### config.mk
export PLATFORM = sky130hd
export DESIGN_NAME = cpu_state_dumper_flat
export DESIGN_NICKNAME = d
export VERILOG_FILES = /design/src/rtl/cpu_state_dumper_if.sv /design/src/rtl/cpu_state_dumper.sv /design/src/flat_wrapper.sv
export SDC_FILE = /design/constraint.sdc
export NUM_CORES = 1
export LEC_CHECK = 0
export CAP_MARGIN = 20
export CORE_ASPECT_RATIO = 1.5
export CORE_MARGIN = 4
export CORE_UTILIZATION = 37
export DETAILED_ROUTE_END_ITERATION = 10
export MAX_ROUTING_LAYER = met4
export PLACE_DENSITY = 0.76
export SYNTH_ARGS = -nofsm -noshare
export SYNTH_HDL_FRONTEND = slang
export SYNTH_SLANG_ARGS = --single-unit
### constraint.sdc
create_clock -name clk_i -period 2.4 [get_ports clk_i]
set_input_delay 0.48 -clock clk_i [delete_from_list [all_inputs] [get_ports clk_i]]
set_output_delay 0.48 -clock clk_i [all_outputs]
set_load 0.02 [all_outputs]
### src/rtl/cpu_state_dumper_if.sv
// Dump output stream: one beat per handshake (valid & ready on a rising edge).
interface cpu_state_dumper_if;
    logic        out_valid_o;
    logic        out_ready_i;
    logic [1:0]  out_tag_o;
    logic [4:0]  out_idx_o;
    logic [31:0] out_data_o;

    // Dump unit drives the beat, sink returns ready.
    modport master (
        output out_valid_o,
        output out_tag_o,
        output out_idx_o,
        output out_data_o,
        input  out_ready_i
    );

    modport slave (
        input  out_valid_o,
        input  out_tag_o,
        input  out_idx_o,
        input  out_data_o,
        output out_ready_i
    );
endinterface

### src/rtl/cpu_state_dumper.sv
// cpu_state_dumper: detects the end-of-program marker write, freezes the cycle
// counter and streams {cycle count, registers, memory words, end marker} over
// a valid/ready port using spare combinational read ports on RF and DMEM.
module cpu_state_dumper #(
    parameter int          NUM_REGS = 32,
    parameter int          NUM_MEM  = 32,
    parameter int          HALT_REG = 30,
    parameter logic [31:0] MAGIC    = 32'h3345
) (
    input  logic               clk_i,
    input  logic               rst_i,
    input  logic               wb_we_i,
    input  logic [4:0]         wb_addr_i,
    input  logic [31:0]        wb_data_i,
    input  logic               dump_req_i,
    output logic [4:0]         reg_addr_o,
    input  logic [31:0]        reg_data_i,
    output logic [4:0]         mem_idx_o,
    input  logic [31:0]        mem_data_i,
    cpu_state_dumper_if.master out_if,
    output logic               halt_o,
    output logic               busy_o,
    output logic               done_o
);

    typedef enum logic [2:0] {
        ST_IDLE, ST_HDR, ST_FETCH, ST_SEND, ST_END, ST_DONE
    } state_t;

    localparam logic [1:0] TAG_CNT = 2'd0;
    localparam logic [1:0] TAG_REG = 2'd1;
    localparam logic [1:0] TAG_MEM = 2'd2;
    localparam logic [1:0] TAG_END = 2'd3;

    localparam logic [4:0] REG_LAST  = 5'(NUM_REGS - 1);
    localparam logic [4:0] MEM_LAST  = 5'(NUM_MEM - 1);
    localparam logic [4:0] HALT_ADDR = 5'(HALT_REG);

    state_t      state_q, state_d;
    logic [31:0] cnt_q, cnt_d;
    logic [31:0] data_q, data_d;
    logic [4:0]  idx_q, idx_d;
    logic        seg_q, seg_d;      // 0 = register segment, 1 = memory segment
    logic        halt_q, halt_d;

    logic        halt_hit;
    logic        trigger;
    logic        beat_valid;
    logic        hshake;
    logic [4:0]  last_idx;

    // Halt detection and the cycle counter; the halt edge itself does not count.
    always_comb begin
        halt_hit = wb_we_i && (wb_addr_i == HALT_ADDR) && (wb_data_i == MAGIC);
        halt_d   = halt_q | halt_hit;
        cnt_d    = cnt_q;
        if (!halt_q && !halt_hit && (cnt_q != 32'hFFFF_FFFF)) begin
            cnt_d = cnt_q + 32'd1;
        end
    end

    // Dump sequencer: header, FETCH/SEND pairs per word, end marker.
    always_comb begin
        state_d  = state_q;
        seg_d    = seg_q;
        idx_d    = idx_q;
        data_d   = data_q;
        trigger  = halt_hit | dump_req_i;
        last_idx = seg_q ? MEM_LAST : REG_LAST;
        unique case (state_q)
            ST_IDLE, ST_DONE: begin
                if (trigger) begin
                    state_d = ST_HDR;
                    data_d  = cnt_q;
                    seg_d   = 1'b0;
                    idx_d   = 5'd0;
                end
            end
            ST_HDR: begin
                if (hshake) begin
                    state_d = ST_FETCH;
                    seg_d   = 1'b0;
                    idx_d   = 5'd0;
                end
            end
            ST_FETCH: begin
                data_d  = seg_q ? mem_data_i : reg_data_i;
                state_d = ST_SEND;
            end
            ST_SEND: begin
                if (hshake) begin
                    if (idx_q != last_idx) begin
                        idx_d   = idx_q + 5'd1;
                        state_d = ST_FETCH;
                    end else if (!seg_q) begin
                        seg_d   = 1'b1;
                        idx_d   = 5'd0;
                        state_d = ST_FETCH;
                    end else begin
                        idx_d   = 5'd0;
                        data_d  = 32'd0;
                        state_d = ST_END;
                    end
                end
            end
            ST_END: begin
                if (hshake) begin
                    state_d = ST_DONE;
                end
            end
            default: state_d = ST_IDLE;
        endcase
    end

    // Output decode: payload lives in data_q so it holds while the sink stalls.
    always_comb begin
        beat_valid = (state_q == ST_HDR) || (state_q == ST_SEND) || (state_q == ST_END);
        hshake     = beat_valid && out_if.out_ready_i;

        out_if.out_valid_o = beat_valid;
        out_if.out_data_o  = data_q;
        out_if.out_idx_o   = (state_q == ST_SEND) ? idx_q : 5'd0;
        out_if.out_tag_o   = TAG_CNT;
        if (state_q == ST_SEND) begin
            out_if.out_tag_o = seg_q ? TAG_MEM : TAG_REG;
        end else if (state_q == ST_END) begin
            out_if.out_tag_o = TAG_END;
        end

        reg_addr_o = ((state_q == ST_FETCH) && !seg_q) ? idx_q : 5'd0;
        mem_idx_o  = ((state_q == ST_FETCH) &&  seg_q) ? idx_q : 5'd0;

        halt_o = halt_q;
        busy_o = beat_valid || (state_q == ST_FETCH);
        done_o = (state_q == ST_DONE);
    end

    // State registers; asynchronous reset aborts any dump in progress.
    always_ff @(posedge clk_i or negedge rst_i) begin
        if (!rst_i) begin
            state_q <= ST_IDLE;
            cnt_q   <= 32'd0;
            data_q  <= 32'd0;
            idx_q   <= 5'd0;
            seg_q   <= 1'b0;
            halt_q  <= 1'b0;
        end else begin
            state_q <= state_d;
            cnt_q   <= cnt_d;
            data_q  <= data_d;
            idx_q   <= idx_d;
            seg_q   <= seg_d;
            halt_q  <= halt_d;
        end
    end

endmodule

### src/flat_wrapper.sv
// flat-port wrapper written by rule: the top's interface ports become plain ports
module cpu_state_dumper_flat 
#(
    parameter int          NUM_REGS = 32,
    parameter int          NUM_MEM  = 32,
    parameter int          HALT_REG = 30,
    parameter logic [31:0] MAGIC    = 32'h3345
)
  (clk_i, rst_i, wb_we_i, wb_addr_i, wb_data_i, dump_req_i, reg_addr_o, reg_data_i, mem_idx_o, mem_data_i, halt_o, busy_o, done_o, out_if_out_valid_o, out_if_out_tag_o, out_if_out_idx_o, out_if_out_data_o, out_if_out_ready_i);
  cpu_state_dumper_if out_if_i ();
  input  logic clk_i;
  input  logic rst_i;
  input  logic wb_we_i;
  input  logic [4:0] wb_addr_i;
  input  logic [31:0] wb_data_i;
  input  logic dump_req_i;
  output logic [4:0] reg_addr_o;
  input  logic [31:0] reg_data_i;
  output logic [4:0] mem_idx_o;
  input  logic [31:0] mem_data_i;
  output logic halt_o;
  output logic busy_o;
  output logic done_o;
  output wire logic [$bits(out_if_i.out_valid_o)-1:0] out_if_out_valid_o;
  output wire logic [$bits(out_if_i.out_tag_o)-1:0] out_if_out_tag_o;
  output wire logic [$bits(out_if_i.out_idx_o)-1:0] out_if_out_idx_o;
  output wire logic [$bits(out_if_i.out_data_o)-1:0] out_if_out_data_o;
  input wire logic [$bits(out_if_i.out_ready_i)-1:0] out_if_out_ready_i;
  assign out_if_out_valid_o = out_if_i.out_valid_o;
  assign out_if_out_tag_o = out_if_i.out_tag_o;
  assign out_if_out_idx_o = out_if_i.out_idx_o;
  assign out_if_out_data_o = out_if_i.out_data_o;
  assign out_if_i.out_ready_i = out_if_out_ready_i;
  cpu_state_dumper #(.NUM_REGS(NUM_REGS), .NUM_MEM(NUM_MEM), .HALT_REG(HALT_REG), .MAGIC(MAGIC)) u_core (.clk_i(clk_i), .rst_i(rst_i), .wb_we_i(wb_we_i), .wb_addr_i(wb_addr_i), .wb_data_i(wb_data_i), .dump_req_i(dump_req_i), .reg_addr_o(reg_addr_o), .reg_data_i(reg_data_i), .mem_idx_o(mem_idx_o), .mem_data_i(mem_data_i), .out_if(out_if_i), .halt_o(halt_o), .busy_o(busy_o), .done_o(done_o));
endmodule
==> results.md <==
* Result of the run: complete, no violations
* Core Footprint at 0.01147 mm2
* Source-to-sink clock delay at the later pin of the worst-skew pair at 0.33 ns
* GR Util met2 at 37.68%
* Number of buffers created by CTS at 9
* Maximum buffer depth of the clock tree at 2
* Critical path data required time at 2.61 ns
* Via count at 4075
* Share of layout cells above drive strength 1 at 13.61%
* Clock transition at path regs at 0.06 ns
* Setup repair after global routing missed its margin: true
* Initial core utilization at 37.52%
* Post-Synthesis Net Count at 535
* Buffer cell driving the clock tree root: clkbuf_16
* Layout Area Growth over Synthesis at 55.00%
* Mapped cell area at 0.004304 mm2
* Number of iterations in the first detailed-routing pass at 4
* Y dimension of the die at 140.1 um
* Start of the worst register-to-register path: u_core.idx_q[0]
* Max-slew violation count at 0
* Total power divided by cell area at 599.0 mW/mm2
* Tightest Pin Transition at 0.6476 ns
* Register area share after synthesis at 43.02%
* Cell count along the critical path at 8
* DRC violation total after the first TritonRoute iteration at 169
* Setup Skew at 0.004898 ns
* Number of maximum-capacitance violations at 0
* Number of library cell types mapped by synthesis at 48
* Busiest metal layer after global routing: met2
* Most frequent cells in the layout: 139 x clkdlybuf4s50_1, 71 x dfrtp_1, 45 x nand2_1, 34 x o21ai_0, 33 x mux2i_1
* GR Layer Usage met1 at 20.92%
* Global Route Usage Sum at 20.36%
* Max stage delay cell, worst path: clkdlybuf4s50_1
* EDFF count, synth at 0
* NumNets Final at 714
* Critical path launch point: wb_data_i[5]
* Total negative slack for setup checks at 0 ns
* Clock tree from TritonCTS: built
* Half-perimeter wire length after detailed placement at 10.02 mm
* CP startpoint kind: input pin
* Syn Area/Cell at 10.10 um2
* Via-to-Cell Ratio at 5.362
* Vias in the first global route at 4350
* DRC Markers at 0
* Most used DFF post-synth: dfrtp_1
* Total inserted antenna cells at 0
* Chip width at 96.07 um
* Synthesized flop and latch total at 74
* Cell count after synthesis at 426
* Post-route ant nets at 0
* Crit path cell chain: clkdlybuf4s50_1, nor4b_1, nand4_1, or3_4, a21oi_4, buf_12, clkbuf_16, mux2_2
* Count of input and output buffers at 158
* Detailed Route WL at 13.42 mm
* Per-cell routed wire length at 17.66 um
* Min cycle time layout at 2.378 ns
* Antenna violations before repair at 0
* Worst path top cell family by delay: simple AND/OR/NAND/NOR gates
* Biggest fanout along the worst timing path at 8
* Cts hold-fix bufs at 0
* R2R depth at 10
* Setup slack of the critical path after layout at 0.02226 ns
* Path class of the lowest-slack min-delay path: in -> async
* Final setup viols at 0
* Yosys warnings at 0
* Fmax at 420.6 MHz
* Post-placement worst setup slack at -0.5541 ns
* Core Rows at 48
* Met3 Usage GRT at 3.493%
* Number of sinks handled by clock tree synthesis at 74
* Routability congestion estimate from global placement at 0.8598
* Top-Level Pins at 159
* Most common cell after layout, fill and taps aside: clkdlybuf4s50_1
* Count of buffering cells on the critical path with inverters included at 3
* Longest individual stage delay on the worst path at 0.40 ns
* GR Overflow Total at 0
* Maximum number of pins on one net before global-route repair at 47
* Worst max-slew margin expressed relative to the limit at 56.49%
* Period Utilization, post-route at 99.07%
* Setup Crit Path Kind: in -> reg
* First-pass GRT wire length at 20.70 mm
* Area of the die at 0.01346 mm2
* Final count of hold timing violations at 0
* Synth async-reset ratio at 100.0%
* Maximum level of the CTS H-tree at 3
* Kind of end point of the critical path: register
* Leakage power of the design at 0.003052 uW
* Arrival time at the worst endpoint at 2.59 ns
* Max IR drop VDD at 0.3645 mV
routing by layer:
metal	vias to the layer above	share of wire, %
met4	0	2.8
met5	-	0
li1	1909	-
met1	2001	36
met3	25	5.2
met2	140	56
path summary, 6_finish.rpt:
kind	to	slack, ns
max reg2reg	u_core.out_if.out_data_o[20]	0.15
min reg2reg	u_core.out_if.out_data_o[9]	0.48
min in group clk_i	u_core.out_if.out_data_o[9]	0.48
max in group asynchronous	u_core.cnt_q[28]	1.57
min	u_core.state_q[2]	0.15
max	u_core.out_if.out_data_o[20]	0.02
cells in the mapped netlist (11+ instances only):
cell      number  share of area (%)
clkbuf_1      18                1.6
nor3_1        12                1.4
mux2_1        22                5.8
mux2i_1       33                7.7
and3_1        16                2.3
mux2_2        13                3.4
o21ai_0       34                4.0
xor2_1        22                4.5
nor2_1        13                1.1
dfrtp_1       74                 43
nor4_1        15                2.2
nand4_1       12                1.7
xnor2_1       11                2.2
nand2_1       45                3.9
area by class of cell:
cell class	instances	area, um2
Fill cell	959	4800
Multi-Input combinational cell	319	2371
Timing Repair Buffer	194	1932
Sequential cell	74	1856
Clock buffer	14	264.0
Tap cell	150	187.7
Clock inverter	2	35.03
Inverter	7	26.28
per-stage QoR:
stage | std cells | hold WS [ns] | util (%) | power [uW] | instance area, um2
5_1_grt | 760 | 0.1985 | 58.16 | 4194 | 6671
2_1_floorplan | 426 | 0.1844 | - | 2003 | 4304
3_3_place_gp | 736 | 0.4695 | 53.96 | 2610 | 6190
6_report | 760 | 0.1509 | 58.16 | 3996 | 6671
3_5_place_dp | 736 | 0.4737 | 53.96 | 2644 | 6190
4_1_cts | 753 | 0.1770 | 56.76 | 3994 | 6511
where the power goes:
group / internal (uW) / total [uW] / switching [uW]
registers: 1390 / 1500 / 110
clock network: 860 / 1330 / 474
logic: 609 / 1170 / 556
total: 2860 / 4000 / 1140
sequential cells by signal (all words and copies together) (netlist names):
register                  count
u_core.cnt_q                 32
u_core.out_if.out_data_o     32
u_core.idx_q                  5
u_core.state_q                3
u_core.halt_o                 1
u_core.seg_q                  1
cells by family after synthesis:
logic type,count (synthesis),share of synthesized area [%]
AOI/OAI and AO/OA,53,7.703
xor gates and xnor gates,33,6.715
adders and majority gates,3,0.8722
buffers and inverters,33,3.372
DFF,74,43.02
muxes,68,16.83
and+or+nand+nor,162,21.48
timing repair:
| action | in CTS | in global routing |
|---|---|---|
| gates cloned | 0 | 3 |
| resized for setup | 11 | 19 |
| setup endpoints to repair | 81 | 47 |
| setup buffers | 1 | 4 |
No activity file was read; power rests on OpenSTA's default activity.
